--- src/rtl/core_pkg.sv ---
// ============================================================================
//  Module      : core_pkg
//  Description : Shared definitions for the scalar in-order LoongArch core:
//                pipeline bus widths, EXE-to-MEM bus layout, load-op bit
//                indices and exception codes consumed by WB.
//  Revision    : 1.0 - initial release
// ============================================================================
`default_nettype none

package core_pkg;

    // Pipeline bus widths
    localparam int EXE_TO_MEM_BUS_W = 77;
    localparam int MEM_TO_WB_BUS_W  = 71;
    localparam int MEM_FWD_BUS_W    = 39;

    // Load-op one-hot bit indices inside ld_op[4:0] = {w, h, hu, b, bu}
    localparam int LD_OP_W  = 5;
    localparam int LD_W_IDX  = 4;
    localparam int LD_H_IDX  = 3;
    localparam int LD_HU_IDX = 2;
    localparam int LD_B_IDX  = 1;
    localparam int LD_BU_IDX = 0;

    // Exception codes (Ecode field of ESTAT) already used by WB
    localparam logic [5:0] ECODE_INT = 6'h00;
    localparam logic [5:0] ECODE_ADE = 6'h08;
    localparam logic [5:0] ECODE_ALE = 6'h09;
    localparam logic [5:0] ECODE_SYS = 6'h0B;
    localparam logic [5:0] ECODE_BRK = 6'h0C;
    localparam logic [5:0] ECODE_INE = 6'h0D;

    // EXE-to-MEM bus, MSB first
    typedef struct packed {
        logic                ex;
        logic                req_issued;
        logic [LD_OP_W-1:0]  ld_op;
        logic [31:0]         alu_result;
        logic                gr_we;
        logic [4:0]          dest;
        logic [31:0]         pc;
    } exe_to_mem_t;

    // True when the instruction is any kind of load
    function automatic logic is_load(input logic [LD_OP_W-1:0] ld_op);
        return |ld_op;
    endfunction

endpackage

`default_nettype wire

--- src/rtl/load_align.sv ---
// ============================================================================
//  Module      : load_align
//  Description : Combinational load-data aligner. Selects the addressed byte
//                or halfword of the response word and sign/zero-extends it.
//  Revision    : 1.0 - initial release
// ============================================================================
`default_nettype none

module load_align
    import core_pkg::*;
(
    input  logic [LD_OP_W-1:0] i_ld_op,
    input  logic [1:0]         i_offset,
    input  logic [31:0]        i_rdata,
    output logic [31:0]        o_result
);

    logic [7:0]  w_byte;
    logic [15:0] w_half;

    // Pick the addressed byte/halfword, then extend according to the load type
    always_comb begin
        w_byte   = 8'h00;
        w_half   = i_offset[1] ? i_rdata[31:16] : i_rdata[15:0];
        o_result = i_rdata;
        case (i_offset)
            2'd0:    w_byte = i_rdata[7:0];
            2'd1:    w_byte = i_rdata[15:8];
            2'd2:    w_byte = i_rdata[23:16];
            default: w_byte = i_rdata[31:24];
        endcase
        if (i_ld_op[LD_B_IDX]) begin
            o_result = {{24{w_byte[7]}}, w_byte};
        end else if (i_ld_op[LD_BU_IDX]) begin
            o_result = {24'h000000, w_byte};
        end else if (i_ld_op[LD_H_IDX]) begin
            o_result = {{16{w_half[15]}}, w_half};
        end else if (i_ld_op[LD_HU_IDX]) begin
            o_result = {16'h0000, w_half};
        end
    end

endmodule

`default_nettype wire

--- src/rtl/mem_stage.sv ---
// ============================================================================
//  Module      : mem_stage
//  Description : MEM pipeline stage. Waits for data-SRAM responses of requests
//                issued in EXE, buffers them under WB back-pressure, aligns
//                load data, drives the MEM-to-WB and forwarding buses, and
//                drops responses that belong to instructions killed by a flush.
//  Options     : MEM_PERF_CNT_EN adds perf_mem_stall_cnt (stall-cycle count).
//  Revision    : 1.0 - initial release
// ============================================================================
`default_nettype none

module mem_stage
    import core_pkg::*;
#(
    parameter int DISCARD_CNT_W = 2
) (
    input  logic                        clk,
    input  logic                        reset,
    input  logic                        exec_flush,
    input  logic                        exe_to_mem_valid,
    input  logic [EXE_TO_MEM_BUS_W-1:0] exe_to_mem_bus,
    input  logic                        exe_req_inflight,
    output logic                        mem_allowin,
    input  logic                        wb_allowin,
    output logic                        mem_to_wb_valid,
    output logic [MEM_TO_WB_BUS_W-1:0]  mem_to_wb_bus,
    output logic [MEM_FWD_BUS_W-1:0]    mem_fwd_bus,
    input  logic                        data_sram_data_ok,
    input  logic [31:0]                 data_sram_rdata
`ifdef MEM_PERF_CNT_EN
    ,
    output logic [31:0]                 perf_mem_stall_cnt
`endif
);

    localparam logic [DISCARD_CNT_W-1:0] c_CNT_MAX      = {DISCARD_CNT_W{1'b1}};
    localparam logic [DISCARD_CNT_W:0]   c_CNT_MAX_WIDE = {1'b0, {DISCARD_CNT_W{1'b1}}};

    logic                     r_valid;
    exe_to_mem_t              r_bus;
    logic                     r_buf_valid;
    logic [31:0]              r_buf_data;
    logic [DISCARD_CNT_W-1:0] r_discard_cnt;

    logic                     w_ok_counted;
    logic                     w_ready_go;
    logic                     w_allowin;
    logic                     w_accept;
    logic                     w_handoff;
    logic                     w_waiting;
    logic                     w_capture;
    logic                     w_inc_kill;
    logic                     w_inc_exe;
    logic                     w_dec;
    logic [DISCARD_CNT_W:0]   w_cnt_sum;
    logic                     w_cnt_sat;
    logic [31:0]              w_rdata_sel;
    logic [31:0]              w_aligned;
    logic [31:0]              w_final;
    logic                     w_block;

    // Handshake and state decode; a data_ok only counts when nothing is left to drop
    always_comb begin
        w_ok_counted = data_sram_data_ok & (r_discard_cnt == '0);
        w_ready_go   = !r_bus.req_issued | r_buf_valid | w_ok_counted;
        w_allowin    = !r_valid | (w_ready_go & wb_allowin);
        w_accept     = exe_to_mem_valid & w_allowin;
        w_handoff    = r_valid & w_ready_go & wb_allowin;
        w_waiting    = r_valid & r_bus.req_issued & !r_buf_valid;
        w_capture    = w_waiting & w_ok_counted & !wb_allowin;
    end

    // Discard-counter arithmetic. A killed waiting instruction still owes a
    // response unless this very cycle's data_ok was the counted one for it.
    always_comb begin
        w_inc_kill = exec_flush & w_waiting & !w_ok_counted;
        w_inc_exe  = exec_flush & exe_req_inflight;
        w_dec      = data_sram_data_ok & (r_discard_cnt != '0);
        w_cnt_sum  = {1'b0, r_discard_cnt}
                   + {{DISCARD_CNT_W{1'b0}}, w_inc_kill}
                   + {{DISCARD_CNT_W{1'b0}}, w_inc_exe}
                   - {{DISCARD_CNT_W{1'b0}}, w_dec};
        w_cnt_sat  = (w_cnt_sum > c_CNT_MAX_WIDE);
    end

    // Stage valid: flush kills, otherwise refill whenever MEM can accept
    always_ff @(posedge clk or posedge reset) begin
        if (reset) begin
            r_valid <= 1'b0;
        end else if (exec_flush) begin
            r_valid <= 1'b0;
        end else if (w_allowin) begin
            r_valid <= exe_to_mem_valid;
        end
    end

    // Instruction payload, loaded only on an accept that is not flushed
    always_ff @(posedge clk or posedge reset) begin
        if (reset) begin
            r_bus <= '0;
        end else if (w_accept && !exec_flush) begin
            r_bus <= exe_to_mem_t'(exe_to_mem_bus);
        end
    end

    // Response buffer holds load data while WB is back-pressuring
    always_ff @(posedge clk or posedge reset) begin
        if (reset) begin
            r_buf_valid <= 1'b0;
            r_buf_data  <= 32'h0;
        end else if (exec_flush || w_handoff) begin
            r_buf_valid <= 1'b0;
        end else if (w_capture) begin
            r_buf_valid <= 1'b1;
            r_buf_data  <= data_sram_rdata;
        end
    end

    // Count of responses still owed to killed instructions, saturating
    always_ff @(posedge clk or posedge reset) begin
        if (reset) begin
            r_discard_cnt <= '0;
        end else if (w_cnt_sat) begin
            r_discard_cnt <= c_CNT_MAX;
        end else begin
            r_discard_cnt <= w_cnt_sum[DISCARD_CNT_W-1:0];
        end
    end

    // Overflowing the discard counter means more requests are in flight than it can track
    a_discard_no_sat : assert property (@(posedge clk) disable iff (reset) !w_cnt_sat);

    load_align u_load_align (
        .i_ld_op    (r_bus.ld_op),
        .i_offset   (r_bus.alu_result[1:0]),
        .i_rdata    (w_rdata_sel),
        .o_result   (w_aligned)
    );

    // Result selection and output buses
    always_comb begin
        w_rdata_sel = r_buf_valid ? r_buf_data : data_sram_rdata;
        w_final     = is_load(r_bus.ld_op) ? w_aligned : r_bus.alu_result;
        w_block     = r_valid & is_load(r_bus.ld_op) & !w_ready_go;
    end

    assign mem_allowin     = w_allowin;
    assign mem_to_wb_valid = r_valid & w_ready_go;
    assign mem_to_wb_bus   = {r_bus.ex, w_final, r_bus.gr_we, r_bus.dest, r_bus.pc};
    assign mem_fwd_bus     = {w_block, r_valid & r_bus.gr_we, r_bus.dest, w_final};

`ifdef MEM_PERF_CNT_EN
    logic [31:0] r_perf_stall;

    // Cycles spent holding a valid instruction that cannot yet leave MEM
    always_ff @(posedge clk or posedge reset) begin
        if (reset) begin
            r_perf_stall <= 32'h0;
        end else if (r_valid && !w_ready_go) begin
            r_perf_stall <= r_perf_stall + 32'd1;
        end
    end

    assign perf_mem_stall_cnt = r_perf_stall;
`endif

endmodule

`default_nettype wire

--- config.mk ---
export PLATFORM = sky130hd
export DESIGN_NAME = mem_stage
export DESIGN_NICKNAME = d
export VERILOG_FILES = /design/src/rtl/core_pkg.sv /design/src/rtl/load_align.sv /design/src/rtl/mem_stage.sv
export SDC_FILE = /design/constraint.sdc
export NUM_CORES = 1
export LEC_CHECK = 0
export BUFFER_PORTS_ARGS = -buffer_cell sky130_fd_sc_hd__buf_2
export CORE_AREA = 2 2 112 114
export CTS_BUF_LIST = sky130_fd_sc_hd__clkbuf_8
export DETAILED_ROUTE_END_ITERATION = 8
export DIE_AREA = 0 0 114 116
export PLACE_DENSITY = 0.93
export SLEW_MARGIN = 15
export SYNTH_ARGS = -nofsm -noshare
export SYNTH_HDL_FRONTEND = slang
export SYNTH_HIERARCHICAL = 1
export SYNTH_SLANG_ARGS = --single-unit
--- constraint.sdc ---
create_clock -name clk -period 7.6 [get_ports clk]
set_input_delay 2.28 -clock clk [delete_from_list [all_inputs] [get_ports clk]]
set_output_delay 2.28 -clock clk [all_outputs]
set_load 0.02 [all_outputs]
==> results summary <==
Summed over all nets, the switching power comes to 0.001067 W. Dividing the synthesized area by the synthesized cell count gives 12.27 um^2. The total overflow reported by the global router came out at 0. The worst path arrival time is 4290 ps. Of all cell types, the one taking the most synthesized area is sky130_fd_sc_hd__dfrtp_1. The starting utilization of the core area came out at 55.82%. The register share of total power is 30.8%. The global-route wire length before repair is 25550 um. The met3 global-route usage is 7.270%. Entering global routing, the biggest net connects 77 pins. Measured against its own limit, the worst slew margin works out to 27.94%. The clock latency on the worst-skew pair is 440 ps.

The number of port buffers came out at 227. Compared with the post-synthesis result, the final layout area differs by 16.86%. The core region is 11910 um^2. Combinational cells account for 42.5% of the total power.

The final weighted congestion of routability-driven global placement is 0.8854. The total number of H-tree levels is 4. The TritonCTS clock tree is yes.

The overall routed net length came out at 16320 um. The gate count of the mapped netlist came out at 542. From left edge to right edge, the die measures 114 um.

The switching share of power came out at 37.84%. After clock tree synthesis, the clock-pin slew on the worst setup and hold paths is 70 ps. The die outline area came out at 13220 um^2. The number of gates given a new drive strength after cts is 0.

The number of hold violations in the final report came out at 0. The clock drives 113 sinks. The clock period minus worst slack is 6565 ps. Detailed placement finished with a half-perimeter wire length of 12260 um.

The repair_antennas step left the layout with diodes totalling 0. The met2 track demand over resource is 41.63%. The period utilization came out at 86.39%. Setup repair after global routing left no endpoint under its margin. The finished layout cell area is 7770 um^2. The post-CTS setup buffer count is 0. The count of different cell masters after synthesis is 41. Per report_power, the clock group accounts for 26.8% of the total. The die is 116 um tall. STA puts the critical path data required time at 5320 ps. The share of post-route cells with drive strength above 1 is 60.00%. The synthesized net count is 661.

The tree is rooted in a sky130_fd_sc_hd__clkbuf_8. The number of global-route vias before repair came out at 5064. For met1 alone, demand over resource in global routing was 30.90%. The summed negative setup slack over all endpoints came out at 0 ps. The number of storage elements in the synthesis netlist came out at 113.

Based on the critical path, the design can be clocked at up to 152.3 MHz. The final count of negative-setup-slack endpoints is 0. The final net count is 811.

The type of the tightest min-delay check is reg -> reg. Global routing consumed, over all layers together, 25.44% of the routing resources. The largest vdd supply drop is 0.2131 mV.

The worst clock skew on the final layout is 10.06 ps. The maximum net fanout on the critical path came out at 8. After clock tree synthesis, the flow added hold-fix buffers numbering 0. The iteration-0 DRC count of the detailed router is 285.

The post-route antenna net violation count came out at 0. Of the post-synthesis cell area, the dominant cell type holds 42.53%. In the routed design, unresolved DRC markers number 0. The first TritonRoute pass finished after 5 iterations. During I/O placement, the number of pins put on the boundary was 228. The startpoint kind of the worst setup timing path is an input port. The startpoint-to-endpoint class of the critical path is in -> out. The placed cell area is 7238 um^2. The slew of the pin with the lowest slew margin is 1074 ps. The number of rows created at floorplan came out at 40.

In the post-synthesis netlist, the biggest area contributors are sky130_fd_sc_hd__dfrtp_1 43%, sky130_fd_sc_hd__mux2_2 20%, sky130_fd_sc_hd__buf_4 8.9%, sky130_fd_sc_hd__mux2_1 6.9%, sky130_fd_sc_hd__mux2_4 6.8%. The final-report max-slew violation count is 0. Internal power comes to 0.001753 W. The number of filler instances in the final layout is 887. During synthesis, Yosys emitted a total of 6 warnings.

The run finished with clean final reports. The max-capacitance violation count came out at 0. The average wire per cell in the routed design came out at 19.15 um.

The number of antenna violations at the first check in global routing is 0. The share of the Yosys chip area taken by registers is 42.53%. The worst setup path is captured at an output port. The maximum buffer depth of the clock tree is 2. The CTS buffer count is 17.

The power density over the cells is 362.9 nW/um^2. The area of the mapped netlist came out at 6649 um^2. In this run the most used layer during global routing was met2. The post-detailed-route via-to-cell ratio is 5.508. The routed via count is 4693. The leakage power is 3.855 nW.
==> cell families after synthesis <==
group           after synthesis  share of synthesized area (%)
fa+ha+maj                     3                         0.7904
buf+inv                     109                          12.44
compound gates               29                          3.030
mux                         189                          33.70
simple gates                 98                          7.377
flops                       113                          42.53
xor+xnor                      1                         0.1318
==> cell usage after synthesis (all sizes together) <==
master  number
nand2       50
o21ai        2
nand3b       1
nand3       25
nor3b        2
o211ai       1
xor2         1
clkbuf       6
or3b         1
nor2b        3
ha           1
dfrtp      113
a21oi        1
or4          1
fa           2
a21boi       2
a222oi       1
mux2       189
o22ai        8
a311o        1
a31o         1
and4         1
o21bai       1
a31oi        8
and2b        1
a22oi        1
inv          5
nand2b       3
nor2         6
buf         98
nor4         1
and2         3
o21a         2
==> sequential cells by signal (all words and copies together) (netlist names) <==
signal         cells
mem_to_wb_bus     34
r_buf_data        32
r_bus             38
r_discard_cnt      2
r_buf_valid        1
mem_fwd_bus        5
r_valid            1
==> stage by stage <==
step           worst slack, ps  hold WS, ps  std cells  utilization [%]  total power (W)
6_report                  1035        490.2        852            65.23         0.002820
5_1_grt                  987.0        512.9        852            65.23         0.002949
4_1_cts                   1096        497.8        852            65.23         0.002832
3_5_place_dp              1101        480.0        820            60.77         0.002066
3_3_place_gp              1157        463.3        820            60.77         0.002015
2_1_floorplan             1104        452.2        542                -         0.001892
==> worst max-delay path, stage by stage <==
cell and delay [ps]:
sky130_fd_sc_hd__buf_2 100, sky130_fd_sc_hd__mux2_2 300, sky130_fd_sc_hd__mux2_4 280, sky130_fd_sc_hd__a22oi_1 580
sky130_fd_sc_hd__nand3_1 240, sky130_fd_sc_hd__mux2_4 340, sky130_fd_sc_hd__buf_2 160
==> final timing paths <==
| kind | startpoint | end | slack (ps) | depth (start not counted) |
|---|---|---|---|---|
| max in group asynchronous | reset | mem_to_wb_bus[7]$_DFFE_PP0P_ | 4420 | 3 |
| min reg2reg | mem_to_wb_bus[26]$_DFFE_PP0P_ | mem_to_wb_bus[26]$_DFFE_PP0P_ | 490 | 1 |
| min in group asynchronous | reset | mem_to_wb_bus[17]$_DFFE_PP0P_ | 1950 | 2 |
| max reg2reg | r_buf_valid$_DFFE_PP0P_ | r_discard_cnt[1]$_DFF_PP0_ | 4790 | 9 |
| min | mem_to_wb_bus[26]$_DFFE_PP0P_ | mem_to_wb_bus[26]$_DFFE_PP0P_ | 490 | 1 |
| max | data_sram_rdata[31] | mem_to_wb_bus[47] | 1030 | 7 |
==> cell type report <==
class / instances / area [um^2] / area share (%)
well taps: 147 / 183.9 / 2.367
multi-input cells: 320 / 3009 / 38.73
inverters: 5 / 21.27 / 0.2738
flip-flops and latches: 113 / 2828 / 36.39
clock buffers: 18 / 247.7 / 3.188
repair buffers: 235 / 1196 / 15.39
clock inverters: 14 / 284.0 / 3.655
==> cells in the final DEF (no fill, tap or decap), types with 2 or more instances in the layout <==
| cell type | count |
|---|---|
| sky130_fd_sc_hd__o21a_1 | 2 |
| sky130_fd_sc_hd__o22ai_1 | 8 |
| sky130_fd_sc_hd__clkbuf_8 | 18 |
| sky130_fd_sc_hd__clkinvlp_4 | 3 |
| sky130_fd_sc_hd__buf_4 | 8 |
| sky130_fd_sc_hd__mux2_4 | 30 |
| sky130_fd_sc_hd__nor2b_1 | 3 |
| sky130_fd_sc_hd__o21ai_1 | 2 |
| sky130_fd_sc_hd__fa_1 | 2 |
| sky130_fd_sc_hd__and2_1 | 3 |
| sky130_fd_sc_hd__mux2_1 | 41 |
| sky130_fd_sc_hd__dfrtp_1 | 113 |
| sky130_fd_sc_hd__nand2_1 | 50 |
| sky130_fd_sc_hd__nand3_1 | 25 |
| sky130_fd_sc_hd__inv_1 | 5 |
| sky130_fd_sc_hd__nand2b_1 | 3 |
| sky130_fd_sc_hd__nor2_1 | 5 |
| sky130_fd_sc_hd__a21boi_0 | 2 |
| sky130_fd_sc_hd__a31oi_1 | 8 |
| sky130_fd_sc_hd__bufinv_16 | 8 |
| sky130_fd_sc_hd__mux2_2 | 118 |
| sky130_fd_sc_hd__buf_2 | 227 |
==> power groups by stage <==
stage | Sequential, W | Combinational (W) | Clock (W)
2_1_floorplan | 0.000832 | 0.00106 | 0
3_3_place_gp | 0.000860 | 0.00115 | 0
3_5_place_dp | 0.000876 | 0.00119 | 0
4_1_cts | 0.000866 | 0.00120 | 0.000767
5_1_grt | 0.000888 | 0.00127 | 0.000793
6_report | 0.000868 | 0.00120 | 0.000755
==> per-layer routing <==
layer	part of all wire, %	vias up	wire length (um)
li1	-	2121	-
met1	41	2294	6640
met2	49	222	8021
met3	6.1	56	991
met4	4.1	0	661
met5	0	-	0
(Power assumes the default switching activity.)
